$ cat config.mk
export PLATFORM = sky130hd
export DESIGN_NAME = controle_ula_flat
export DESIGN_NICKNAME = d
export VERILOG_FILES = /design/src/rtl/controle_ula_if.sv /design/src/rtl/controle_ula.sv /design/src/flat_wrapper.sv
export SDC_FILE = /design/constraint.sdc
export NUM_CORES = 2
export LEC_CHECK = 0
export ABC_AREA = 1
export BUFFER_PORTS_ARGS = -buffer_cell sky130_fd_sc_hd__clkbuf_2
export CAP_MARGIN = 20
export CORE_AREA = 2 2 253 255
export CTS_BUF_LIST = sky130_fd_sc_hd__clkbuf_16
export CTS_CLUSTER_DIAMETER = 30
export DETAILED_ROUTE_END_ITERATION = 8
export DIE_AREA = 0 0 255 257
export GPL_ROUTABILITY_DRIVEN = 0
export PLACE_DENSITY = 0.67
export SYNTH_ARGS = -nofsm -noshare
export SYNTH_HDL_FRONTEND = slang
export SYNTH_SLANG_ARGS = --single-unit
$ cat constraint.sdc
create_clock -name clk -period 28.5 [get_ports clk]
set_input_delay 5.7 -clock clk [delete_from_list [all_inputs] [get_ports clk]]
set_output_delay 5.7 -clock clk [all_outputs]
set_load 0.02 [all_outputs]
$ cat src/rtl/controle_ula_if.sv
// Signal bundle between controle_ula and its surroundings: host byte stream in,
// ULA operand/result lines, result byte stream out, and status.
interface controle_ula_if;
    logic         start;
    logic [3:0]   opcode_in;

    logic [7:0]   in_data;
    logic         in_valid;
    logic         in_ready;

    logic [3:0]   ula_opcode;
    logic [7:0]   ula_escalar;
    logic [199:0] ula_matrizA;
    logic [199:0] ula_matrizB;
    logic [199:0] ula_resultado;
    logic         ula_done;

    logic [7:0]   out_data;
    logic         out_valid;
    logic         out_ready;

    logic         busy;
    logic         erro;

    // Environment side: host, ULA and result consumer.
    modport master (
        output start, opcode_in, in_data, in_valid, ula_resultado, ula_done, out_ready,
        input  in_ready, ula_opcode, ula_escalar, ula_matrizA, ula_matrizB,
               out_data, out_valid, busy, erro
    );

    // Controller side.
    modport slave (
        input  start, opcode_in, in_data, in_valid, ula_resultado, ula_done, out_ready,
        output in_ready, ula_opcode, ula_escalar, ula_matrizA, ula_matrizB,
               out_data, out_valid, busy, erro
    );
endinterface

$ cat src/rtl/controle_ula.sv
// ULA sequencer: assembles 5x5 byte matrices (and a scalar) from the host stream,
// hands them to the ULA, waits for its result and serializes it back out.
module controle_ula #(
    parameter int unsigned TIMEOUT = 64
) (
    input logic           clk,
    input logic           rst,
    controle_ula_if.slave bus
);

    typedef enum logic [2:0] {
        StIdle,
        StLoadA,
        StLoadB,
        StLoadEsc,
        StWait,
        StSend
    } state_e;

    localparam int unsigned WaitW      = (TIMEOUT > 1) ? $clog2(TIMEOUT) : 1;
    localparam logic [WaitW-1:0] WaitLast = WaitW'(TIMEOUT - 1);
    localparam logic [4:0] LastIdx    = 5'd24;
    localparam logic [3:0] OpFirst    = 4'd3;
    localparam logic [3:0] OpLast     = 4'd12;
    localparam logic [3:0] OpLoadBLo  = 4'd3;
    localparam logic [3:0] OpLoadBHi  = 4'd5;
    localparam logic [3:0] OpEscalar  = 4'd8;
    localparam logic [3:0] OpDetFirst = 4'd9;

    state_e           state_q, state_d;
    state_e           after_a;
    logic [3:0]       op_q, op_d;
    logic [4:0]       idx_q, idx_d;
    logic [WaitW-1:0] wait_q, wait_d;
    logic [199:0]     mat_a_q, mat_a_d;
    logic [199:0]     mat_b_q, mat_b_d;
    logic [199:0]     res_q, res_d;
    logic [7:0]       esc_q, esc_d;
    logic             erro_q, erro_d;

    logic [7:0]       bit_base;
    logic             op_ok;
    logic             op_loads_b;
    logic             op_is_det;
    logic             send_last;

    assign bit_base   = {idx_q, 3'b000};
    assign op_ok      = (bus.opcode_in >= OpFirst) && (bus.opcode_in <= OpLast);
    assign op_loads_b = (op_q >= OpLoadBLo) && (op_q <= OpLoadBHi);
    assign op_is_det  = (op_q >= OpDetFirst);
    assign send_last  = op_is_det || (idx_q == LastIdx);

    always_comb begin
        if (op_loads_b) begin
            after_a = StLoadB;
        end else if (op_q == OpEscalar) begin
            after_a = StLoadEsc;
        end else begin
            after_a = StWait;
        end
    end

    always_comb begin
        state_d = state_q;
        op_d    = op_q;
        idx_d   = idx_q;
        wait_d  = wait_q;
        mat_a_d = mat_a_q;
        mat_b_d = mat_b_q;
        esc_d   = esc_q;
        res_d   = res_q;
        erro_d  = 1'b0;

        unique case (state_q)
            StIdle: begin
                if (bus.start) begin
                    if (op_ok) begin
                        // Clear operands so unused B/scalar reach the ULA as zero.
                        op_d    = bus.opcode_in;
                        mat_a_d = '0;
                        mat_b_d = '0;
                        esc_d   = '0;
                        res_d   = '0;
                        state_d = StLoadA;
                    end else begin
                        erro_d = 1'b1;
                    end
                end
            end
            StLoadA: begin
                if (bus.in_valid) begin
                    mat_a_d[bit_base +: 8] = bus.in_data;
                    if (idx_q == LastIdx) begin
                        state_d = after_a;
                    end else begin
                        idx_d = idx_q + 5'd1;
                    end
                end
            end
            StLoadB: begin
                if (bus.in_valid) begin
                    mat_b_d[bit_base +: 8] = bus.in_data;
                    if (idx_q == LastIdx) begin
                        state_d = StWait;
                    end else begin
                        idx_d = idx_q + 5'd1;
                    end
                end
            end
            StLoadEsc: begin
                if (bus.in_valid) begin
                    esc_d   = bus.in_data;
                    state_d = StWait;
                end
            end
            StWait: begin
                if (bus.ula_done) begin
                    res_d   = bus.ula_resultado;
                    state_d = StSend;
                end else if (wait_q == WaitLast) begin
                    erro_d  = 1'b1;
                    state_d = StIdle;
                end else begin
                    wait_d = wait_q + WaitW'(1);
                end
            end
            StSend: begin
                if (bus.out_ready) begin
                    if (send_last) begin
                        state_d = StIdle;
                    end else begin
                        idx_d = idx_q + 5'd1;
                    end
                end
            end
            default: state_d = StIdle;
        endcase

        if (state_d != state_q) begin
            idx_d  = '0;
            wait_d = '0;
        end
    end

    always_ff @(posedge clk or posedge rst) begin
        if (rst) begin
            state_q <= StIdle;
            op_q    <= '0;
            idx_q   <= '0;
            wait_q  <= '0;
            mat_a_q <= '0;
            mat_b_q <= '0;
            esc_q   <= '0;
            res_q   <= '0;
            erro_q  <= 1'b0;
        end else begin
            state_q <= state_d;
            op_q    <= op_d;
            idx_q   <= idx_d;
            wait_q  <= wait_d;
            mat_a_q <= mat_a_d;
            mat_b_q <= mat_b_d;
            esc_q   <= esc_d;
            res_q   <= res_d;
            erro_q  <= erro_d;
        end
    end

    // Outputs decode from registered state only, so reset clears them at once.
    assign bus.in_ready    = (state_q == StLoadA) || (state_q == StLoadB) ||
                             (state_q == StLoadEsc);
    assign bus.busy        = (state_q != StIdle);
    assign bus.out_valid   = (state_q == StSend);
    assign bus.out_data    = (state_q == StSend) ? res_q[bit_base +: 8] : 8'd0;
    assign bus.ula_opcode  = (state_q == StWait) ? op_q : 4'd0;
    assign bus.ula_escalar = esc_q;
    assign bus.ula_matrizA = mat_a_q;
    assign bus.ula_matrizB = mat_b_q;
    assign bus.erro        = erro_q;

    // A stalled output byte must not change under the consumer.
    assert property (@(posedge clk) disable iff (rst)
        (bus.out_valid && !bus.out_ready) |=> (bus.out_valid && $stable(bus.out_data)));

endmodule

$ cat src/flat_wrapper.sv
// flat-port wrapper written by rule: the top's interface ports become plain ports
module controle_ula_flat 
#(
    parameter int unsigned TIMEOUT = 64
)
  (clk, rst, bus_start, bus_opcode_in, bus_in_data, bus_in_valid, bus_ula_resultado, bus_ula_done, bus_out_ready, bus_in_ready, bus_ula_opcode, bus_ula_escalar, bus_ula_matrizA, bus_ula_matrizB, bus_out_data, bus_out_valid, bus_busy, bus_erro);
  controle_ula_if bus_i ();
  input logic clk;
  input logic rst;
  input wire logic [$bits(bus_i.start)-1:0] bus_start;
  input wire logic [$bits(bus_i.opcode_in)-1:0] bus_opcode_in;
  input wire logic [$bits(bus_i.in_data)-1:0] bus_in_data;
  input wire logic [$bits(bus_i.in_valid)-1:0] bus_in_valid;
  input wire logic [$bits(bus_i.ula_resultado)-1:0] bus_ula_resultado;
  input wire logic [$bits(bus_i.ula_done)-1:0] bus_ula_done;
  input wire logic [$bits(bus_i.out_ready)-1:0] bus_out_ready;
  output wire logic [$bits(bus_i.in_ready)-1:0] bus_in_ready;
  output wire logic [$bits(bus_i.ula_opcode)-1:0] bus_ula_opcode;
  output wire logic [$bits(bus_i.ula_escalar)-1:0] bus_ula_escalar;
  output wire logic [$bits(bus_i.ula_matrizA)-1:0] bus_ula_matrizA;
  output wire logic [$bits(bus_i.ula_matrizB)-1:0] bus_ula_matrizB;
  output wire logic [$bits(bus_i.out_data)-1:0] bus_out_data;
  output wire logic [$bits(bus_i.out_valid)-1:0] bus_out_valid;
  output wire logic [$bits(bus_i.busy)-1:0] bus_busy;
  output wire logic [$bits(bus_i.erro)-1:0] bus_erro;
  assign bus_i.start = bus_start;
  assign bus_i.opcode_in = bus_opcode_in;
  assign bus_i.in_data = bus_in_data;
  assign bus_i.in_valid = bus_in_valid;
  assign bus_i.ula_resultado = bus_ula_resultado;
  assign bus_i.ula_done = bus_ula_done;
  assign bus_i.out_ready = bus_out_ready;
  assign bus_in_ready = bus_i.in_ready;
  assign bus_ula_opcode = bus_i.ula_opcode;
  assign bus_ula_escalar = bus_i.ula_escalar;
  assign bus_ula_matrizA = bus_i.ula_matrizA;
  assign bus_ula_matrizB = bus_i.ula_matrizB;
  assign bus_out_data = bus_i.out_data;
  assign bus_out_valid = bus_i.out_valid;
  assign bus_busy = bus_i.busy;
  assign bus_erro = bus_i.erro;
  controle_ula #(.TIMEOUT(TIMEOUT)) u_core (.clk(clk), .rst(rst), .bus(bus_i));
endmodule
---- Word-level counts from Yosys, hierarchy flattened ----
Cells that the tools add are included.
word-level totals
  output and inout port bits .............. 424
  word-level logic and storage cells ...... 107
  register bits after elaboration ......... 627
operators by class
  order comparisons ....................... 5
  equality and inequality tests ........... 21
  shift operators ......................... 3
  reduce and logical (&&, ||, !) cells .... 21
  add/subtract/negate cells ............... 3
  mux-type cells .......................... 45
operators by type and width
  cell                        number
  $pmux W200 S2               3
  $mux W200                   5
  $bwmux W200                 2
  $shift A8 B10 Y200 const A  1
  $shiftx A200 B9 Y8          1
  $shiftx A8 B10 Y200         1
  $mux W3                     13
  $mux W8                     4
  $mux W5                     5
  $mux W6                     4
  $pmux W3 S6                 1
  $pmux W8 S2                 1
  $reduce_and A4 Y1           4
  $ne A2 B2 Y1 const B        6
  $neg A8 Y10                 1
  $pmux W5 S2                 1
  $reduce_bool A2 Y1          5
  $ge A4 B2 Y1 const B        2
  $add A6 B1 Y6 const B       1
  $eq A3 B2 Y1 const B        2
  $eq A3 B3 Y1 const B        2
  $eq A6 B6 Y1 const B        1
  $ne A3 B3 Y1 const B        2
  $reduce_and A3 Y1           2
  20 further kinds            28

---- Longest topological paths before layout ----
  word-level depth ........................ 9
  mapped depth ............................ 17
  depth with buffers taken out ............ 13

---- Worst setup path before layout ----
No wires, ideal clock.
  path type ............................... reg-to-output
  start ................................... register u_core.idx_q[0]
  end ..................................... output bus_out_data[6]
  slack ................................... 20.847 ns
  buffers on the path ..................... 3
  data arrival time ....................... 1.953 ns
  data required time ...................... 22.800 ns
  stages on the path, launching flop included .. 10
  path through ............................ dfrtp_1 -> clkbuf_1 -> clkbuf_1 -> clkbuf_1 -> o21ai_0 -> o21ai_0 -> nand2_1 -> o211ai_1 -> o21ai_0 -> nor2_1
between the ends
  word-level cells in the longest chain between the ends .. 2
RTL lines
  element                 RTL line             RTL
  from (decl)             controle_ula.sv:33   logic [4:0] idx_q, idx_d;
  from (signal assigned)  controle_ula.sv:159  idx_q <= idx_d;
  $shiftx A200 B9 Y8      controle_ula.sv:174  assign bus.out_data = (state_q == StSend) ? res_q[bit_base +: 8] : 8'd0;
  $mux W8                 controle_ula.sv:174
  to (decl)               flat_wrapper.sv:22   output wire logic [$bits(bus_i.out_data)-1:0] bus_out_data;
No other way between the ends.

---- Worst setup path in the final report ----
  start ................................... register u_core.idx_q[0]
  end ..................................... output bus_out_data[1]
Same word-level chain as after synthesis.

==> flow_metrics.env <==
export IMPL_endpoint_kind="output pin"
export IMPL_grt_ovfl_total=0
export IMPL_finalCritPeriodShare_pct=33.8
export IMPL_wirelength_um=98400
export IMPL_numClockSinks=627
export IMPL_root_buffer="clkbuf_16"
export IMPL_ys_async_sr_fraction_pct=100
export IMPL_max_stage_delay_ns=0.78
export IMPL_synth_compound_area_share_pct=18.7
export IMPL_regToRegSetupSlack_ns=24.14
export IMPL_setup_viol=0
export IMPL_synthAdderAreaFrac_pct=0.289
export IMPL_max_cap_violations=0
export IMPL_clk_insertion_delay_late_ns=0.71
export IMPL_cp_top_family="buffers and inverters"
export IMPL_cts_tree="done"
export IMPL_yosysTopAreaCellShare_pct=60.3
export IMPL_skew_ns=0.0307
export IMPL_clockBufferDepth=3
export IMPL_maxSlewHeadroom_pct=19.1
export IMPL_startpoint_type="register"
export IMPL_grt_pass1_wl_um=147000
export IMPL_rsz0062_at_grt="no"
export IMPL_slew_violations=0
export IMPL_layout_min_cycle_time_ns=9.63
export IMPL_final_net_count=3744
export IMPL_fin_util_pct=54.8
export IMPL_synth_area_um2=26000
export IMPL_synth_top_family_by_area="compound AO/OA/AOI/OAI gates"
export IMPL_htreeDepth=4
export IMPL_netlist_instances=2841
export IMPL_yosysWarnings=0
export IMPL_grt_max_degree=142
export IMPL_regArea_um2=15700
export IMPL_arrival_ns=3.93
export IMPL_cts_hold_buf=0
export IMPL_start_util_pct=41.5
export IMPL_synthSimpleGateAreaFrac_pct=15.9
export IMPL_crit_chain="clkinv_2, buf_4, nor2_1, o21ai_0, nand2_1, o211ai_1, o21ai_0, nor2_1, clkbuf_2"
export IMPL_final_setup_tns_ns=0
export IMPL_synth_area_per_cell_um2=9.15
export IMPL_required_ns=22.80
export IMPL_grt_pass1_vias=24200
export IMPL_peakVddDrop_mv=0.0624
export IMPL_num_rows=92
export IMPL_drc_errors=0
export IMPL_cts_resized=0
export IMPL_areaGrowthSynthToFinish_pct=32.2
export IMPL_antenna_found_initial=6
export IMPL_die_x_um=255
export IMPL_die_h_um=257
export IMPL_grtUsageTotal_pct=29.9
export IMPL_path_max_fanout=50
export IMPL_synth_edf_count=0
export IMPL_drt_iter0_drc=1891
export IMPL_vias=24100
export IMPL_nFillCells=5721
export IMPL_dp_hpwl_um=68000
export IMPL_dr_pass1_iters=6
export IMPL_ys_seq_area_share_pct=60.3
export IMPL_clk_pin_slew_ns=0.04
export IMPL_cts_made_buffers=132
export IMPL_layout_drive_gt1_share_pct=26.3
export IMPL_viasPerCell=5.39
export IMPL_numPortBuffers=641
export IMPL_dpl_worst_slack_ns=19.05
export IMPL_outcome="complete, no violations"
export IMPL_hold_violations=0
export IMPL_hp_class="reg -> reg"
export IMPL_synth_top_area_cell="dfrtp_1"
export IMPL_post_cts_repair_setup_buffers=0
export IMPL_multi_input_area_um2=9140
export IMPL_p_per_area_nw_per_um2=91.3
export IMPL_yosysUniqueCellTypes=35
export IMPL_core_region_area_um2=62700
export IMPL_postSynthRegisterBits=627
export IMPL_setup_ws_ns=18.87
export IMPL_synth_fp_nets=3065
export IMPL_synth_area_leaders="dfrtp_1, nand2_1, o21ai_0"
export IMPL_synth_flop_cell="dfrtp_1"
export IMPL_critPathSlowestCell="dfrtp_4"
export IMPL_drtAntennaViolNets=0
export IMPL_io_pin_count=642
export IMPL_tightestPinTransition_ns=1.20
export IMPL_synth_mux_area_share_pct=0
export IMPL_maxClockFrequency_mhz=104
export IMPL_path_buf_inv=3
export IMPL_p_leak_nw=17.1
export IMPL_dieArea_um2=65500
export IMPL_crit_type="reg -> out"
export IMPL_synthXorXnorAreaFrac_pct=0.202
export IMPL_wl_per_cell_um=22.0
## power by group
part           total (mW)  switching (mW)  leakage [nW]  internal [mW]
Sequential           1.00          0.0490          8.73          0.956
Clock                1.46           0.519          2.15          0.939
Combinational       0.677           0.516          6.19          0.160
## layout make-up
cell class	count	share of cell area [%]
flip-flops and latches	627	45.6
multi-input cells	1904	26.6
repair buffers	672	10.1
clock buffers	135	9.83
well taps	846	3.08
clock inverters	105	2.70
inverters	183	2.03
diodes	3	0.0218
## flip-flops by register name, indices dropped and copies added, names as in the netlist
register,count
u_core.bus.ula_matrizA,200
u_core.bus.erro,1
u_core.res_q,200
u_core.op_q,4
u_core.state_q,3
u_core.wait_q,6
u_core.bus.ula_escalar,8
u_core.bus.ula_matrizB,200
u_core.idx_q,5
## cells in the final DEF, fill, tap and decap left out, types with 2 or more instances in the layout
cell type,instances
nand2_1,832
clkbuf_2,641
dfrtp_1,625
o21ai_0,512
inv_1,185
clkbuf_16,135
a22o_1,116
nor2_1,100
a21oi_1,95
o21ai_1,91
nand3_1,40
clkinv_2,32
buf_4,29
o21ai_2,25
nor3_1,23
clkinv_1,19
nor2_2,13
clkinvlp_4,10
o22ai_1,9
clkinv_4,9
o211ai_1,8
bufinv_16,8
inv_2,7
inv_6,7
xor2_1,6
ha_1,6
nand3_2,5
nand2_2,5
nor2_4,5
nand4_1,4
clkinv_16,4
diode_2,3
nand2_4,2
nor3_2,2
inv_8,2
clkinv_8,2
inv_16,2
## final timing paths
path                                             from                          end  cells after the start
min in group asynchronous                         rst  u_core.bus.ula_matrizB[191]                      2
max in group asynchronous                         rst  u_core.bus.ula_matrizB[180]                      5
min                        u_core.bus.ula_matrizB[97]   u_core.bus.ula_matrizB[97]                      2
max reg2reg                           u_core.idx_q[1]   u_core.bus.ula_matrizA[70]                     13
min reg2reg                u_core.bus.ula_matrizB[97]   u_core.bus.ula_matrizB[97]                      2
max                                   u_core.idx_q[0]              bus_out_data[1]                      9
## stage by stage
step | power (mW) | hold WS (ns) | cell area (um^2) | std cells
after global placement | 1.68 | 0.450 | 30000 | 4230
after CTS | 3.15 | 0.470 | 34300 | 4470
after detailed placement | 1.69 | 0.459 | 30000 | 4230
final | 3.14 | 0.473 | 34400 | 4475
after floorplan | 1.44 | 0.437 | 26000 | 2841
after global routing | 3.27 | 0.480 | 34400 | 4473
## metal layers
metal,share of wire [%],GRT usage [%],up-vias,wire [um]
met3,10,9.74,289,10000
met5,0.042,0,-,41
li1,-,-,10900,-
met1,38,36.8,11700,37400
met4,5.8,16.7,6,5690
met2,46,46.2,1235,45300
## Yosys cell counts, drive strengths merged, types with 4 or more instances
| cell type | instances |
|---|---|
| o21ai | 628 |
| buf | 29 |
| nand3 | 46 |
| o211ai | 8 |
| nand4 | 4 |
| nand2 | 839 |
| a21oi | 95 |
| ha | 6 |
| nor3 | 26 |
| nor2 | 119 |
| o22ai | 9 |
| clkbuf | 98 |
| a22o | 116 |
| xor2 | 6 |
| inv | 182 |
| dfrtp | 627 |
## tightest hold or removal path: cells and delay by family, from the launching register on
family | cells | cell delay (ns)
DFF | 1 | 0.34
and+or+nand+nor | 2 | 0.10
## cells by family (layout without fill, tap and decap cells)
kind of cell	after synthesis	after routing
compound gates	857	857
xor+xnor	6	6
fa+ha+maj	6	6
buf+inv	310	1095
flops	627	627
other cells	0	3
simple gates	1035	1035
No activity file was read; power rests on OpenSTA's default activity.
